<file path="src/rtl/intr_edge_latch_if.sv">
// intr_edge_latch_if
//   Register-access bus for intr_edge_latch. The protocol follows Avalon-MM:
//   read/write are single-cycle strobes. rddata is registered and is valid
//   the cycle after read.
//   Signals:
//     addr    3-bit word address
//     read    read strobe
//     write   write strobe
//     wrdata  32-bit write data
//     rddata  32-bit registered read data
`timescale 1ns/1ps
interface intr_edge_latch_if;
   logic [2:0]  addr;
   logic        read;
   logic        write;
   logic [31:0] wrdata;
   logic [31:0] rddata;

   modport master (output addr, output read, output write, output wrdata,
                   input rddata);
   modport slave  (input addr, input read, input write, input wrdata,
                   output rddata);
endinterface

</file>
<file path="src/rtl/intr_edge_latch.sv">
// intr_edge_latch
//   Conditions raw asynchronous interrupt sources into sticky active-high
//   levels for the interrupt capturer. Each source passes through a
//   synchroniser. Each bit is then either rising-edge latched or passed
//   through as a level, selected by EDGE_SEL. The result is masked and
//   registered.
//
//   Ports:
//     clk            single clock
//     rst            asynchronous active-high reset
//     irq_src        raw interrupt sources (asynchronous, active high)
//     bus            register slave (addr/read/write/wrdata/rddata)
//     irq_level_out  registered PENDING & MASK
//     irq_any        registered OR of the same product
//
//   Register map (word address):
//     0 PENDING  read / write-1-to-clear (W1C has no effect on level-mode bits)
//     1 MASK     read/write, resets to all ones
//     2 RAW      synchronised source levels, read only
//     3 FORCE    write-1 sets PENDING on the following edge, reads 0
//     4 OVERRUN  read / write-1-to-clear, only when built with the option
//     5-7        read 0
//
//   Build option: INTR_EDGE_LATCH_OVERRUN_EN adds the OVERRUN register.
//   Without it, address 4 reads 0 and ignores writes.
`timescale 1ns/1ps
module intr_edge_latch #(
   parameter int          NUM_INTR    = 32,
   parameter int          SYNC_STAGES = 2,
   parameter logic [31:0] EDGE_SEL    = 32'hFFFF_FFFF
) (
   input  logic                clk,
   input  logic                rst,
   input  logic [NUM_INTR-1:0] irq_src,
   intr_edge_latch_if.slave    bus,
   output logic [NUM_INTR-1:0] irq_level_out,
   output logic                irq_any
);

   localparam logic [NUM_INTR-1:0] EDGE_MASK = EDGE_SEL[NUM_INTR-1:0];

   logic [SYNC_STAGES-1:0][NUM_INTR-1:0] sync_q;
   logic [NUM_INTR-1:0] sync;
   logic [NUM_INTR-1:0] sync_d;
   logic [NUM_INTR-1:0] edge_cond;
   logic [NUM_INTR-1:0] clr_q;
   logic [NUM_INTR-1:0] force_q;
   logic [NUM_INTR-1:0] pending;
   logic [NUM_INTR-1:0] pending_nxt;
   logic [NUM_INTR-1:0] mask;
   logic [NUM_INTR-1:0] wr_bits;
   logic [NUM_INTR-1:0] masked;
   logic [31:0]         rd_word;
   logic                wr_pend;
   logic                wr_mask;
   logic                wr_force;

   assign sync      = sync_q[SYNC_STAGES-1];
   assign edge_cond = sync & ~sync_d;
   assign wr_bits   = bus.wrdata[NUM_INTR-1:0];
   assign wr_pend   = bus.write && (bus.addr == 3'd0);
   assign wr_mask   = bus.write && (bus.addr == 3'd1);
   assign wr_force  = bus.write && (bus.addr == 3'd3);
   assign masked    = pending & mask;

   always_ff @(posedge clk or posedge rst) begin
      if (rst) begin
         sync_q <= '0;
         sync_d <= '0;
      end else begin
         sync_q <= {sync_q[SYNC_STAGES-2:0], irq_src};
         sync_d <= sync;
      end
   end

   // Registering the W1C and FORCE strobes means both act on the edge after
   // the bus write. A read that coincides with the write therefore still
   // returns the value from before the write.
   always_ff @(posedge clk or posedge rst) begin
      if (rst) begin
         clr_q   <= '0;
         force_q <= '0;
      end else begin
         clr_q   <= wr_pend  ? wr_bits : '0;
         force_q <= wr_force ? wr_bits : '0;
      end
   end

   // Edge bits are sticky, and a set takes priority over a clear on the same
   // edge. Level bits track sync. A FORCE on a level bit holds it high for
   // exactly one cycle.
   always_comb begin
      pending_nxt = (EDGE_MASK & ((pending & ~clr_q) | edge_cond | force_q))
                  | (~EDGE_MASK & (sync | force_q));
   end

   always_ff @(posedge clk or posedge rst) begin
      if (rst) begin
         pending <= '0;
         mask    <= '1;
      end else begin
         pending <= pending_nxt;
         if (wr_mask) mask <= wr_bits;
      end
   end

`ifdef INTR_EDGE_LATCH_OVERRUN_EN
   logic [NUM_INTR-1:0] overrun;
   logic [NUM_INTR-1:0] ovr_hit;
   logic [NUM_INTR-1:0] ovr_clr;

   // An overrun is a new event on a bit that is already pending and is not
   // being cleared on this edge.
   assign ovr_hit = EDGE_MASK & (edge_cond | force_q) & pending & ~clr_q;
   assign ovr_clr = (bus.write && (bus.addr == 3'd4)) ? wr_bits : '0;

   always_ff @(posedge clk or posedge rst) begin
      if (rst) overrun <= '0;
      else     overrun <= (overrun & ~ovr_clr) | ovr_hit;
   end
`endif

   always_comb begin
      rd_word = '0;
      case (bus.addr)
         3'd0: rd_word[NUM_INTR-1:0] = pending;
         3'd1: rd_word[NUM_INTR-1:0] = mask;
         3'd2: rd_word[NUM_INTR-1:0] = sync;
`ifdef INTR_EDGE_LATCH_OVERRUN_EN
         3'd4: rd_word[NUM_INTR-1:0] = overrun;
`endif
         default: rd_word = '0;
      endcase
   end

   always_ff @(posedge clk or posedge rst) begin
      if (rst) begin
         bus.rddata    <= '0;
         irq_level_out <= '0;
         irq_any       <= 1'b0;
      end else begin
         if (bus.read) bus.rddata <= rd_word;
         irq_level_out <= masked;
         irq_any       <= |masked;
      end
   end

endmodule

</file>
<file path="src/flat_wrapper.sv">
// flat-port wrapper written by rule: the top's interface ports become plain ports
module intr_edge_latch_flat 
#(
   parameter int          NUM_INTR    = 32,
   parameter int          SYNC_STAGES = 2,
   parameter logic [31:0] EDGE_SEL    = 32'hFFFF_FFFF
)
  (clk, rst, irq_src, irq_level_out, irq_any, bus_addr, bus_read, bus_write, bus_wrdata, bus_rddata);
  intr_edge_latch_if bus_i ();
  input  logic clk;
  input  logic rst;
  input  logic [NUM_INTR-1:0] irq_src;
  output logic [NUM_INTR-1:0] irq_level_out;
  output logic irq_any;
  input wire logic [$bits(bus_i.addr)-1:0] bus_addr;
  input wire logic [$bits(bus_i.read)-1:0] bus_read;
  input wire logic [$bits(bus_i.write)-1:0] bus_write;
  input wire logic [$bits(bus_i.wrdata)-1:0] bus_wrdata;
  output wire logic [$bits(bus_i.rddata)-1:0] bus_rddata;
  assign bus_i.addr = bus_addr;
  assign bus_i.read = bus_read;
  assign bus_i.write = bus_write;
  assign bus_i.wrdata = bus_wrdata;
  assign bus_rddata = bus_i.rddata;
  intr_edge_latch #(.NUM_INTR(NUM_INTR), .SYNC_STAGES(SYNC_STAGES), .EDGE_SEL(EDGE_SEL)) u_core (.clk(clk), .rst(rst), .irq_src(irq_src), .bus(bus_i), .irq_level_out(irq_level_out), .irq_any(irq_any));
endmodule
</file>
<file path="config.mk">
export PLATFORM = sky130hd
export DESIGN_NAME = intr_edge_latch_flat
export DESIGN_NICKNAME = d
export VERILOG_FILES = /design/src/rtl/intr_edge_latch_if.sv /design/src/rtl/intr_edge_latch.sv /design/src/flat_wrapper.sv
export SDC_FILE = /design/constraint.sdc
export NUM_CORES = 1
export LEC_CHECK = 0
export ABC_AREA = 1
export BUFFER_PORTS_ARGS = -buffer_cell sky130_fd_sc_hd__buf_2
export CORE_ASPECT_RATIO = 1.75
export CORE_MARGIN = 3
export CORE_UTILIZATION = 64
export CTS_BUF_LIST = sky130_fd_sc_hd__clkbuf_4 sky130_fd_sc_hd__clkbuf_8
export DETAILED_ROUTE_END_ITERATION = 16
export GPL_TIMING_DRIVEN = 0
export PLACE_DENSITY = 0.87
export SYNTH_ARGS = -nofsm -noshare
export SYNTH_HDL_FRONTEND = slang
export SYNTH_SLANG_ARGS = --single-unit
</file>
<file path="constraint.sdc">
create_clock -name clk -period 18.4 [get_ports clk]
set_input_delay 0.92 -clock clk [delete_from_list [all_inputs] [get_ports clk]]
set_output_delay 0.92 -clock clk [all_outputs]
set_load 0.05 [all_outputs]
</file>
### Word level (Yosys, flattened, before mapping)

Cells that the tools add are included.

| word-level totals | value |
|---|---|
| memory bits (writable) | 0 |
| input bits | 71 |
| bits in latches | 0 |
| word-level logic and storage cells | 28 |
| output and inout port bits | 65 |
| bits in registers | 289 |
| ROM bits | 0 |
| memories kept | 0 |

| cells by class | value |
|---|---|
| mux-type cells | 3 |
| $mul | 0 |
| bitwise operators | 7 |
| div/mod/pow operators | 0 |
| shift-type cells | 0 |
| reduce and logical (&&, ||, !) cells | 5 |
| $lt $le $gt $ge | 0 |
| eq/ne operators | 3 |
| add/subtract/negate cells | 0 |

Operators by type and width:

| operator | count |
|---|---|
| AND 32 bit | 3 |
| case mux 32 bit (3 select lines) | 1 |
| two-way mux 32 bit | 2 |
| NOT 32 bit | 2 |
| OR 32 bit | 2 |
| OR reduction 32 bit | 1 |
| == test 3 x 2 -> 1 bit, second input constant | 2 |
| == test 3 x 1 -> 1 bit, second input constant | 1 |
| logical AND 1 bit | 3 |
| logical NOT 3 bit | 1 |

### Depth between registers and ports, before layout

Gate-level depths: netlist of the first run.

| logic depth | value |
|---|---|
| depth in word-level cells | 4 |
| mapped depth | 8 |
| mapped depth without buffers | 6 |

### Least setup slack after synthesis of the first run

OpenSTA, ideal clock, no wires.

| timing | value |
|---|---|
| path kind | input -> register |
| start | input bus_addr[1] |
| end | register u_core.bus.rddata[29] |
| data arrival time | 1.661 ns |
| library setup time | 0.066 ns |
| buffers on the path | 3 |
| data required time | 18.334 ns |
| stages | 8 |
| path slack | 16.673 ns |
| path through | buf_6 nor2_8 buf_6 buf_6 nand3_1 nand3_1 nand2_1 nand2_1 |

| between the ends | value |
|---|---|
| longest elaborated chain between the ends | 2 |
| elaborated cells between the ends (all ways) | 4 |
| those cells by class | 2 x eq/ne; 1 x mux; 1 x reduce/logical |

RTL lines:

| item | RTL line | RTL |
|---|---|---|
| start: declaration | flat_wrapper.sv:15 | `input wire logic [$bits(bus_i.addr)-1:0] bus_addr;` |
| == test 3 x 2 -> 1 bit (tied with other cells) | intr_edge_latch.sv:125 | `case (bus.addr)` |
| case mux 32 bit (3 select lines) (*) | intr_edge_latch.sv:125 |  |
| end signal: assignment | intr_edge_latch.sv:142 | `if (bus.read) bus.rddata <= rd_word;` |
| end: declaration | intr_edge_latch_if.sv:22 | `output rddata);` |

Every way passes the cells marked *; elsewhere a longest branch is shown, timed or not.
A chain may end at the register's enable or synchronous reset.

### Worst setup path after layout of the first run

| timing | value |
|---|---|
| start | register u_core.bus.rddata[17] |
| end | output bus_rddata[17] |

RTL lines:

| item | RTL line | RTL |
|---|---|---|
| end: declaration | flat_wrapper.sv:19 | `output wire logic [$bits(bus_i.rddata)-1:0] bus_rddata;` |

No word-level cell between the ends.

==> qor.yml, run 1 <==
clock_tree:
  cts_resized: 0
  cts_setup_buffers: 0
  cts.htree.levels: 2
  worstSkewPairLatency_ns: 0.51
  clkTransAtPathRegs_ns: 0.07
  clockBufferDepth: 3
  root_buffer: "clkbuf_8"
  cts.sinks: 289
  cts_hold_buffers: 0
  cts_tree: "yes"
  cts_made_buffers: 39
setup_path:
  crit_path_end: "bus_rddata[17]"
  crit_path_start_kind: "flip-flop"
  worst-setup-path-type: "reg -> out"
  arrival_ns: 1.22
  crit_path_end_kind: "output pin"
  timing.rr.end: "u_core.irq_any"
  rrSetupSlack_ns: 17.22
  cp_max_fo: 2
  path_delay_family: "flip-flops"
  startpoint: "u_core.bus.rddata[17]"
  r2r_cells: 6
  max_stage_delay_ns: 0.42
  path_depth: 1
  worstReg2RegStart: "u_core.pending[29]"
  path_buf_inv: 1
  crit_required_ns: 17.48
  slowest_stage: "dfrtp_1"
  crit_chain: "buf_2"
status:
  status: "finished clean"
synthesis:
  yosys_register_bits: 289
  yosys.area.top_type: "dfrtp_1"
  synth_enable_flop_cells: 0
  synth_xor_area_share_pct: 0
  synth_top_family_by_area: "simple AND/OR/NAND/NOR gates"
  synth_area_sq_um: 10200
  seq_area_frac_synth_pct: 71.1
  yosys.area.top_type_share_pct: 62.9
  synth.area.mux_share_pct: 0
  synth-main-ff-cell: "dfrtp_1"
  synth_most_common_cell: "dfrtp_1"
  synth_common_cells: "257 x dfrtp_1, 181 x nand2_1, 131 x inv_1"
  synth_compound_area_share_pct: 4.70
  synthTopCellsByArea: "dfrtp_1 63%, dfstp_2 8.2%, nand2_1 6.6%"
  synth_cell_types: 18
  ys_async_sr_fraction_pct: 100
  yosysWarningCount: 0
  syn_avg_cell_area_sq_um: 10.8
  synth-adder-area-share_pct: 0
  yosys.area_share.simple_pct: 16.6
  mappedNetlistNets: 1019
  syn-instance-count: 948
drt:
  via_count: 7227
  drtPass1Iterations: 6
  drc: 0
  postRouteAntennaNets: 0
  drt_iter0_drc: 542
  routed_via_density: 5.41
  routed_wl_um: 23200
  wl_per_cell_um: 17.3
grt:
  grt_pass1_wl_um: 37600
  antenna_found_initial: 0
  grt_pass1_vias: 7919
  grt_start_max_net_pins: 143
  grt.total_usage_pct: 27.4
  grt_overflow: 0
power_and_ir_drop:
  leakagePower_uw: 0.00661
  ir_drop_mv: 0.0876
  swShare_pct: 28.3
  pwr-share-clk_pct: 35.0
  seq_power_share_pct: 50.7
  p_sw_uw: 404
  pwr-share-comb_pct: 14.3
  intPower_uw: 1030
  p_per_area_nw_per_um2: 119
finish:
  final_core_util_pct: 77.3
  layout-drive-gt1-share_pct: 23.7
  syn2layout_area_growth_pct: 17.5
  diodes: 0
  num-fill-cells: 977
  multi_input_area_sq_um: 2180
  nets: 1194
  seqCellArea_sq_um: 7270
timing:
  rsz0062_at_grt: "false"
  hold_ws_ns: 0.346
  worstMarginPinSlew_ns: 0.671
  fin_setup_tns_ns: 0
  post-route-min-period_ns: 2.14
  timing.final.crit_share_pct: 11.7
  fmax_mhz: 466
  slew_headroom_pct: 55.3
  skew_ns: 0.0182
  drv_slew: 0
  setup_viol: 0
  final-hold-violation-count: 0
min_path:
  hold-path-cell-count: 0
  hp-class: "reg -> reg"
placed_design:
  dp_hpwl_um: 15600
  place.port_buffers: 132
  place.gp.congestion: 0.850
floorplan:
  die_w_um: 102
  start_util_pct: 65.8
  io_pins: 136
  rows: 60
  die_h_um: 173
  coreArea_sq_um: 15500
  dieArea_sq_um: 17600
job:
  drv_cap: 0
[state kept, by name, indices dropped and copies added (netlist names)]
name	count
u_core.clr_q	32
u_core.force_q	32
u_core.mask	32
u_core.sync_d	32
u_core.pending	32
u_core.sync_q	32
u_core.irq_any	1
u_core.irq_level_out	32
u_core.sync	32
u_core.bus.rddata	32
[power groups by stage]
stage | combinational, uW | clock [uW] | sequential, uW
after floorplan | 72.1 | 0 | 802
after global placement | 197 | 0 | 733
after detailed placement | 204 | 0 | 734
after CTS | 206 | 509 | 724
after global routing | 222 | 535 | 730
final | 205 | 500 | 725
[layout make-up]
| class | instances | area share (%) |
|---|---|---|
| Timing Repair Buffer | 134 | 5.96 |
| Clock inverter | 3 | 0.146 |
| Sequential cell | 289 | 60.5 |
| Clock buffer | 65 | 6.82 |
| Inverter | 132 | 4.19 |
| Multi-Input combinational cell | 483 | 18.1 |
| Buffer | 44 | 2.31 |
| Tap cell | 186 | 1.94 |
[how the worst min path moves through the flow]
| stage | start | to | slack [ns] |
|---|---|---|---|
| 6_report | u_core.sync_q[22] | u_core.sync[22] | 0.35 |
| 5_1_grt | rst | u_core.sync_d[14] | 0.35 |
| 4_1_cts | rst | u_core.sync_q[12] | 0.35 |
| 3_5_place_dp | u_core.sync_q[29] | u_core.sync[29] | 0.33 |
| 3_3_place_gp | u_core.sync_q[21] | u_core.sync[21] | 0.33 |
| 2_1_floorplan | u_core.sync_q[0] | u_core.sync[0] | 0.33 |
[cells in the final DEF (no fill, tap or decap)]
cell type / netlist / final
nand3_1: 96 / 96
a21oi_1: 32 / 32
clkbuf_8: 0 / 53
buf_2: 21 / 153
nor2_8: 1 / 1
dfstp_2: 32 / 32
buf_6: 11 / 11
buf_16: 0 / 2
nand3_4: 2 / 2
inv_8: 0 / 1
inv_2: 1 / 1
nand2_1: 181 / 181
o21ai_1: 25 / 25
nand4_1: 33 / 33
dfrtp_1: 257 / 257
clkinv_2: 0 / 2
buf_1: 2 / 2
clkbuf_4: 0 / 12
clkbuf_1: 9 / 9
buf_4: 1 / 1
nor2_1: 74 / 74
inv_1: 131 / 130
o21ai_0: 39 / 39
clkinvlp_4: 0 / 1
[cell families after synthesis]
family,after synthesis
DFF,289
AOI/OAI and AO/OA,96
and+or+nand+nor,387
buffers and inverters,176
[through the flow]
| step | total power [uW] | setup WS (ns) | cells | cell area [sq um] |
|---|---|---|---|---|
| 5_1_grt | 1490 | 16.23 | 1336 | 12000 |
| 3_3_place_gp | 930 | 7.30 | 1266 | 11100 |
| 6_report | 1430 | 16.26 | 1336 | 12000 |
| 2_1_floorplan | 874 | 9.56 | 948 | 10200 |
| 4_1_cts | 1440 | 16.25 | 1336 | 12000 |
| 3_5_place_dp | 938 | 16.06 | 1268 | 11200 |
[layer usage]
| layer | wire, um | track usage, % |
|---|---|---|
| met5 | 0 | 0 |
| met4 | 1190 | 14.8 |
| met3 | 1510 | 4.20 |
| met2 | 12300 | 47.5 |
| met1 | 8180 | 31.9 |
No activity file was read; power rests on OpenSTA's default activity.
==> run 2, diff against run 1 <==
- CORE_UTILIZATION: 64 -> 59
- PLACE_DENSITY: 0.87 -> 0.81
- clock period: 18.4 -> 2.2 ns (I/O delays scaled with it)
==> qor.yml, run 2 (synthesized netlist as in run 1, its figures left out) <==
drt:
  routed_wl_um: 24700  # was 23200 um
  wl_met1_um: 8910  # was 8180 um
  wl_per_cell_um: 17.0  # was 17.3 um
  wl_met2_um: 13000  # was 12300 um
  routed_via_density: 5.22  # was 5.41
  wl_met3_um: 1460  # was 1510 um
  via_count: 7601  # was 7227
  postRouteAntennaNets: 0  # unchanged
  highest_layer: "met4"  # unchanged
  drc: 0  # unchanged
  drt_iter0_drc: 507  # was 542
  drtPass1Iterations: 7  # was 6
power_and_ir_drop:
  leakagePower_uw: 0.00693  # was 0.00661 uW
  ir_drop_mv: 0.585  # was 0.0876 mV
  pwr-share-clk_pct: 34.7  # was 35.0%
  pwr-share-comb_pct: 15.1  # was 14.3%
  p_per_area_nw_per_um2: 944  # was 119 nW/um^2
  power_uw: 12100  # was 1430 uW
  p_sw_uw: 3480  # was 404 uW
  swShare_pct: 28.7  # was 28.3%
  intPower_uw: 8630  # was 1030 uW
  seq_power_share_pct: 50.2  # was 50.7%
setup_path:
  arrival_ns: 2.30  # was 1.22 ns
  crit_chain: "dlygate4sd3_1 > buf_2 > clkinvlp_4 > buf_12 > buf_12 > buf_12"  # was buf_2
  cp_max_fo: 45  # was 2
  crit_path_end_kind: "asynchronous set/reset pin"  # was output pin
  crit_required_ns: 2.83  # was 17.48 ns
  slowest_stage: "clkinvlp_4"  # was dfrtp_1
  worst-setup-path-type: "in -> async"  # was reg -> out
  worstReg2RegStart: "u_core.pending[29]"  # unchanged
  path_common_cell: "buf_12"
  rrSetupSlack_ns: 0.99  # was 17.22 ns
  max_stage_delay_ns: 0.62  # was 0.42 ns
  crit_path_start_kind: "primary input"  # was flip-flop
  timing.rr.end: "u_core.irq_any"  # unchanged
  r2r_cells: 6  # unchanged
placed_design:
  dp_hpwl_um: 15800  # was 15600 um
  place.gp.congestion: 0.840  # was 0.850
  place.port_buffers: 132  # unchanged
  dp_cells: 1313  # was 1268
timing:
  hold_ws_ns: 0.0287  # was 0.346 ns
  fmax_mhz: 599
  post-route-min-period_ns: 1.67
  drv_slew: 0  # unchanged
  worstMarginPinSlew_ns: 0.951  # was 0.671 ns
  rsz0062_at_grt: "false"  # unchanged
  timing.final.crit_share_pct: 75.9
  fin_setup_tns_ns: 0  # unchanged
  final-hold-violation-count: 0  # unchanged
  setup_viol: 0  # unchanged
  skew_ns: 0.0233  # was 0.0182 ns
  slew_headroom_pct: 36.5  # was 55.3%
finish:
  syn2layout_area_growth_pct: 25.4  # was 17.5%
  nets: 1268  # was 1194
  layout_common_cells: "257 x dfrtp_1, 181 x nand2_1, 153 x buf_2, 130 x inv_1, 96 x nand3_1"  # unchanged
  layout-drive-gt1-share_pct: 23.0  # was 23.7%
  num-fill-cells: 1106  # was 977
  final_common_cell: "dfrtp_1"  # unchanged
  instances_no_fill: 1456  # was 1336
  diodes: 0  # unchanged
  final_core_util_pct: 75.7  # was 77.3%
floorplan:
  die_h_um: 180  # was 173 um
  rows: 63  # was 60
  start_util_pct: 60.3  # was 65.8%
  coreArea_sq_um: 16900  # was 15500 sq um
  dieArea_sq_um: 19000  # was 17600 sq um
  die_w_um: 106  # was 102 um
  io_pins: 136  # unchanged
status:
  status: "finished clean"  # unchanged
min_path:
  hold-path-cell-count: 3  # was 0
  hp-class: "in -> reg"  # was reg -> reg
  holdPathEnd: "u_core.force_q[31]"  # was u_core.sync[22]
  hp-start: "bus_addr[0]"  # was u_core.sync_q[22]
grt:
  grt_start_max_net_pins: 47  # was 143
  grt_pass1_vias: 7891  # was 7919
  grt_pass1_wl_um: 39200  # was 37600 um
  grt_overflow: 0  # unchanged
  grt.total_usage_pct: 26.3  # was 27.4%
  antenna_found_initial: 0  # unchanged
clock_tree:
  clockBufferDepth: 3  # unchanged
  cts_setup_buffers: 0  # unchanged
  cts_resized: 0  # unchanged
  root_buffer: "clkbuf_8"  # unchanged
  cts_made_buffers: 41  # was 39
  cts.htree.levels: 2  # unchanged
  worstSkewPairLatency_ns: 0.52  # was 0.51 ns
  cts.sinks: 289  # unchanged
  cts_hold_buffers: 68  # was 0
  clkTransAtPathRegs_ns: 0.07  # about the same
  cts_tree: "yes"  # unchanged
job:
  drv_cap: 0  # unchanged
==> run 2: per-stage QoR <==
| step | area [sq um] | setup WS, ns |
|---|---|---|
| 6_report | 12800 | 0.530 |
| 3_5_place_dp | 11300 | 0.474 |
| 2_1_floorplan | 10200 | -1.72 |
| 5_1_grt | 12800 | 0.293 |
| 4_1_cts | 12800 | 0.466 |
| 3_3_place_gp | 11200 | -3.05 |
==> run 2: worst max path at each step <==
stage | endpoint | slack [ns] | depth (start not counted) | from
6_report | u_core.mask[6] | 0.53 | 6 | rst
5_1_grt | u_core.mask[29] | 0.29 | 6 | rst
4_1_cts | u_core.mask[6] | 0.47 | 6 | rst
3_5_place_dp | u_core.mask[3] | 0.47 | 5 | rst
3_3_place_gp | u_core.sync[3] | -3.05 | 2 | rst
2_1_floorplan | u_core.bus.rddata[0] | -1.72 | 1 | rst
==> run 2: power groups by stage <==
| stage | logic (uW) | registers [uW] | clock network, uW |
|---|---|---|---|
| 5_1_grt | 1960 | 6110 | 4540 |
| 4_1_cts | 1820 | 6060 | 4260 |
| 3_3_place_gp | 1660 | 6140 | 0 |
| 2_1_floorplan | 604 | 6710 | 0 |
| 6_report | 1830 | 6070 | 4210 |
| 3_5_place_dp | 1720 | 6150 | 0 |
==> run 2: area by class of cell <==
cell class	instances	area [sq um]	area share [%]
Multi-Input combinational cell	483	2180	17.0
Tap cell	227	284	2.21
Inverter	132	499	3.89
Clock inverter	10	57.6	0.449
Timing Repair Buffer	206	1460	11.4
Buffer	44	278	2.17
Sequential cell	289	7270	56.7
Clock buffer	65	795	6.19
==> run 2: routing by layer <==
metal  vias up  global-route usage, %
met5         -                      0
met4         0                   14.8
met3        94                   3.62
met2       344                   45.5
met1      3687                   31.4
li1       3476                      -
==> run 2: critical path: cells and delay by family <==
kind / cells / cell delay (ns)
buffers and inverters: 6 / 2.15
==> run 3, diff against run 2 <==
- clock period: 2.2 -> 1.7 ns (I/O delays scaled with it)
==> qor.yml, run 3 (synthesized netlist as in run 1, its figures left out) <==
status:
  status: "finished clean"  # unchanged
floorplan:
  start_util_pct: 60.3  # unchanged
  dieArea_sq_um: 19000  # unchanged
  die_h_um: 180  # unchanged
  coreArea_sq_um: 16900  # unchanged
  io_pins: 136  # unchanged
  rows: 63  # unchanged
  die_w_um: 106  # unchanged
grt:
  grt_pass1_vias: 7940  # was 7891
  antenna_found_initial: 0  # unchanged
  grt_pass1_wl_um: 39500  # was 39200 um
  grt.total_usage_pct: 26.6  # was 26.3%
  grt_overflow: 0  # unchanged
  grt_start_max_net_pins: 47  # unchanged
timing:
  slew_headroom_pct: 53.9  # was 36.5%
  setup_viol: 0  # unchanged
  fmax_mhz: 739
  fin_setup_tns_ns: 0  # unchanged
  final-hold-violation-count: 0  # unchanged
  rsz0062_at_grt: "false"  # unchanged
  skew_ns: 0.0230  # was 0.0233 ns
  drv_slew: 0  # unchanged
  timing.final.crit_share_pct: 79.5
  hold_ws_ns: 0.0781  # was 0.0287 ns
  post-route-min-period_ns: 1.35
  worstMarginPinSlew_ns: 0.691  # was 0.951 ns
clock_tree:
  cts.sinks: 289  # unchanged
  cts_tree: "yes"  # unchanged
  clkTransAtPathRegs_ns: 0.07  # about the same
  clockBufferDepth: 3  # unchanged
  cts.htree.levels: 2  # unchanged
  cts_made_buffers: 41  # unchanged
  cts_setup_buffers: 0  # unchanged
  root_buffer: "clkbuf_8"  # unchanged
  cts_resized: 0  # unchanged
  worstSkewPairLatency_ns: 0.53  # was 0.52 ns
power_and_ir_drop:
  intPower_uw: 11200  # was 8630 uW
  power_uw: 15700  # was 12100 uW
  swShare_pct: 28.8  # was 28.7%
  leakagePower_uw: 0.00694  # was 0.00693 uW
  pwr-share-clk_pct: 34.7  # about the same
  pwr-share-comb_pct: 15.2  # was 15.1%
  seq_power_share_pct: 50.1  # was 50.2%
  p_per_area_nw_per_um2: 1220  # was 944 nW/um^2
  p_sw_uw: 4530  # was 3480 uW
  ir_drop_mv: 0.759  # was 0.585 mV
finish:
  diodes: 0  # unchanged
  final_common_cell: "dfrtp_1"  # unchanged
  syn2layout_area_growth_pct: 25.7  # was 25.4%
  layout-drive-gt1-share_pct: 23.1  # was 23.0%
  instances_no_fill: 1458  # was 1456
  final_core_util_pct: 75.9  # was 75.7%
  num-fill-cells: 1093  # was 1106
  layout_common_cells: "257 x dfrtp_1, 181 x nand2_1, 153 x buf_2, 130 x inv_1, 96 x nand3_1"  # unchanged
  nets: 1270  # was 1268
job:
  drv_cap: 0  # unchanged
setup_path:
  path_buf_inv: 4  # was 6
  cp_max_fo: 10  # was 45
  crit_required_ns: 2.15  # was 2.83 ns
  worst-setup-path-type: "in -> reg"  # was in -> async
  crit_chain: "dlygate4sd3_1 > clkbuf_1 > inv_1 > clkbuf_1 > nand2_1 > nand2_1"  # was dlygate4sd3_1 > buf_2 > clkinvlp_4 > buf_12 > buf_12 > buf_12
  arrival_ns: 1.81  # was 2.30 ns
  max_stage_delay_ns: 0.54  # was 0.62 ns
  path_delay_family: "buffers and inverters"  # unchanged
  crit_path_start_kind: "primary input"  # unchanged
  slowest_stage: "dlygate4sd3_1"  # was clkinvlp_4
  crit_path_end_kind: "flip-flop"  # was asynchronous set/reset pin
placed_design:
  place.port_buffers: 132  # unchanged
  place.gp.congestion: 0.840  # unchanged
  dp_hpwl_um: 15800  # unchanged
  dp_cells: 1313  # unchanged
drt:
  postRouteAntennaNets: 0  # unchanged
  drtPass1Iterations: 5  # was 7
  wl_per_cell_um: 17.2  # was 17.0 um
  routed_via_density: 5.26  # was 5.22
  drt_iter0_drc: 427  # was 507
  via_count: 7672  # was 7601
  drc: 0  # unchanged
  routed_wl_um: 25000  # was 24700 um
min_path:
  hp-class: "in -> reg"  # unchanged
==> run 3: cell types whose count changed in the layout (fill, tap and decap cells not counted), sizes merged <==
| cell | delta |
|---|---|
| buf | +1 |
| dlygate4sd3 | +1 |
==> run 3: routing by layer <==
| metal | track usage [%] | vias to the layer above | wire [um] |
|---|---|---|---|
| met5 | 0 | - | 0 |
| met4 | 15.2 | 0 | 1390 |
| met3 | 3.87 | 99 | 1540 |
| met2 | 46.2 | 360 | 13200 |
| met1 | 31.3 | 3727 | 8920 |
| li1 | - | 3486 | - |
==> run 3: worst paths after layout <==
check | slack [ns] | endpoint | cells past startpoint | startpoint
min in group asynchronous | 0.35 | u_core.mask[5] | 3 | rst
setup / recovery | 0.35 | u_core.bus.rddata[23] | 6 | bus_read
hold / removal | 0.08 | u_core.mask[30] | 5 | bus_addr[2]
max in group asynchronous | 0.45 | u_core.mask[6] | 6 | rst
setup reg to reg | 0.50 | u_core.irq_any | 6 | u_core.pending[29]
hold reg to reg | 0.33 | u_core.sync[13] | 0 | u_core.sync_q[13]
==> run 3: cell type report <==
class / count / area (sq um) / share of cell area (%)
plain buffers: 44 / 278 / 2.16
clock buffers: 65 / 795 / 6.18
clock inverters: 10 / 57.6 / 0.448
inverters: 132 / 499 / 3.88
multi-input cells: 483 / 2180 / 17.0
flip-flops and latches: 289 / 7270 / 56.6
well taps: 227 / 284 / 2.21
repair buffers: 208 / 1490 / 11.6
==> run 3: power by group through the flow <==
stage                     Clock [uW]  Sequential, uW  Combinational (uW)
after floorplan                    0            8680                 781
after global placement             0            7950                2150
after detailed placement           0            7960                2220
after CTS                       5520            7840                2360
after global routing            5860            7910                2550
final                           5450            7860                2380
==> run 3: per-stage QoR <==
step | instance area (sq um) | worst slack [ns]
after floorplan | 10200 | -2.19
after global placement | 11200 | -3.52
after detailed placement | 11300 | -0.000740
after CTS | 12900 | 0.398
after global routing | 12900 | 0.282
final | 12900 | 0.348
==> run 3: repair_timing <==
| item | 4_1_cts | 5_1_grt |
|---|---|---|
| endpoints found under the setup margin | 0 | 0 |
| endpoints found under the hold margin | 165 | 0 |
| hold buffers | 70 | 0 |
==> run 3: tightest hold or removal path, stage by stage <==
cell and delay, ns:
buf_2 0.16, nor2_8 0.05, nand3_4 0.13, nand2_1 0.06, o21ai_0 0.06
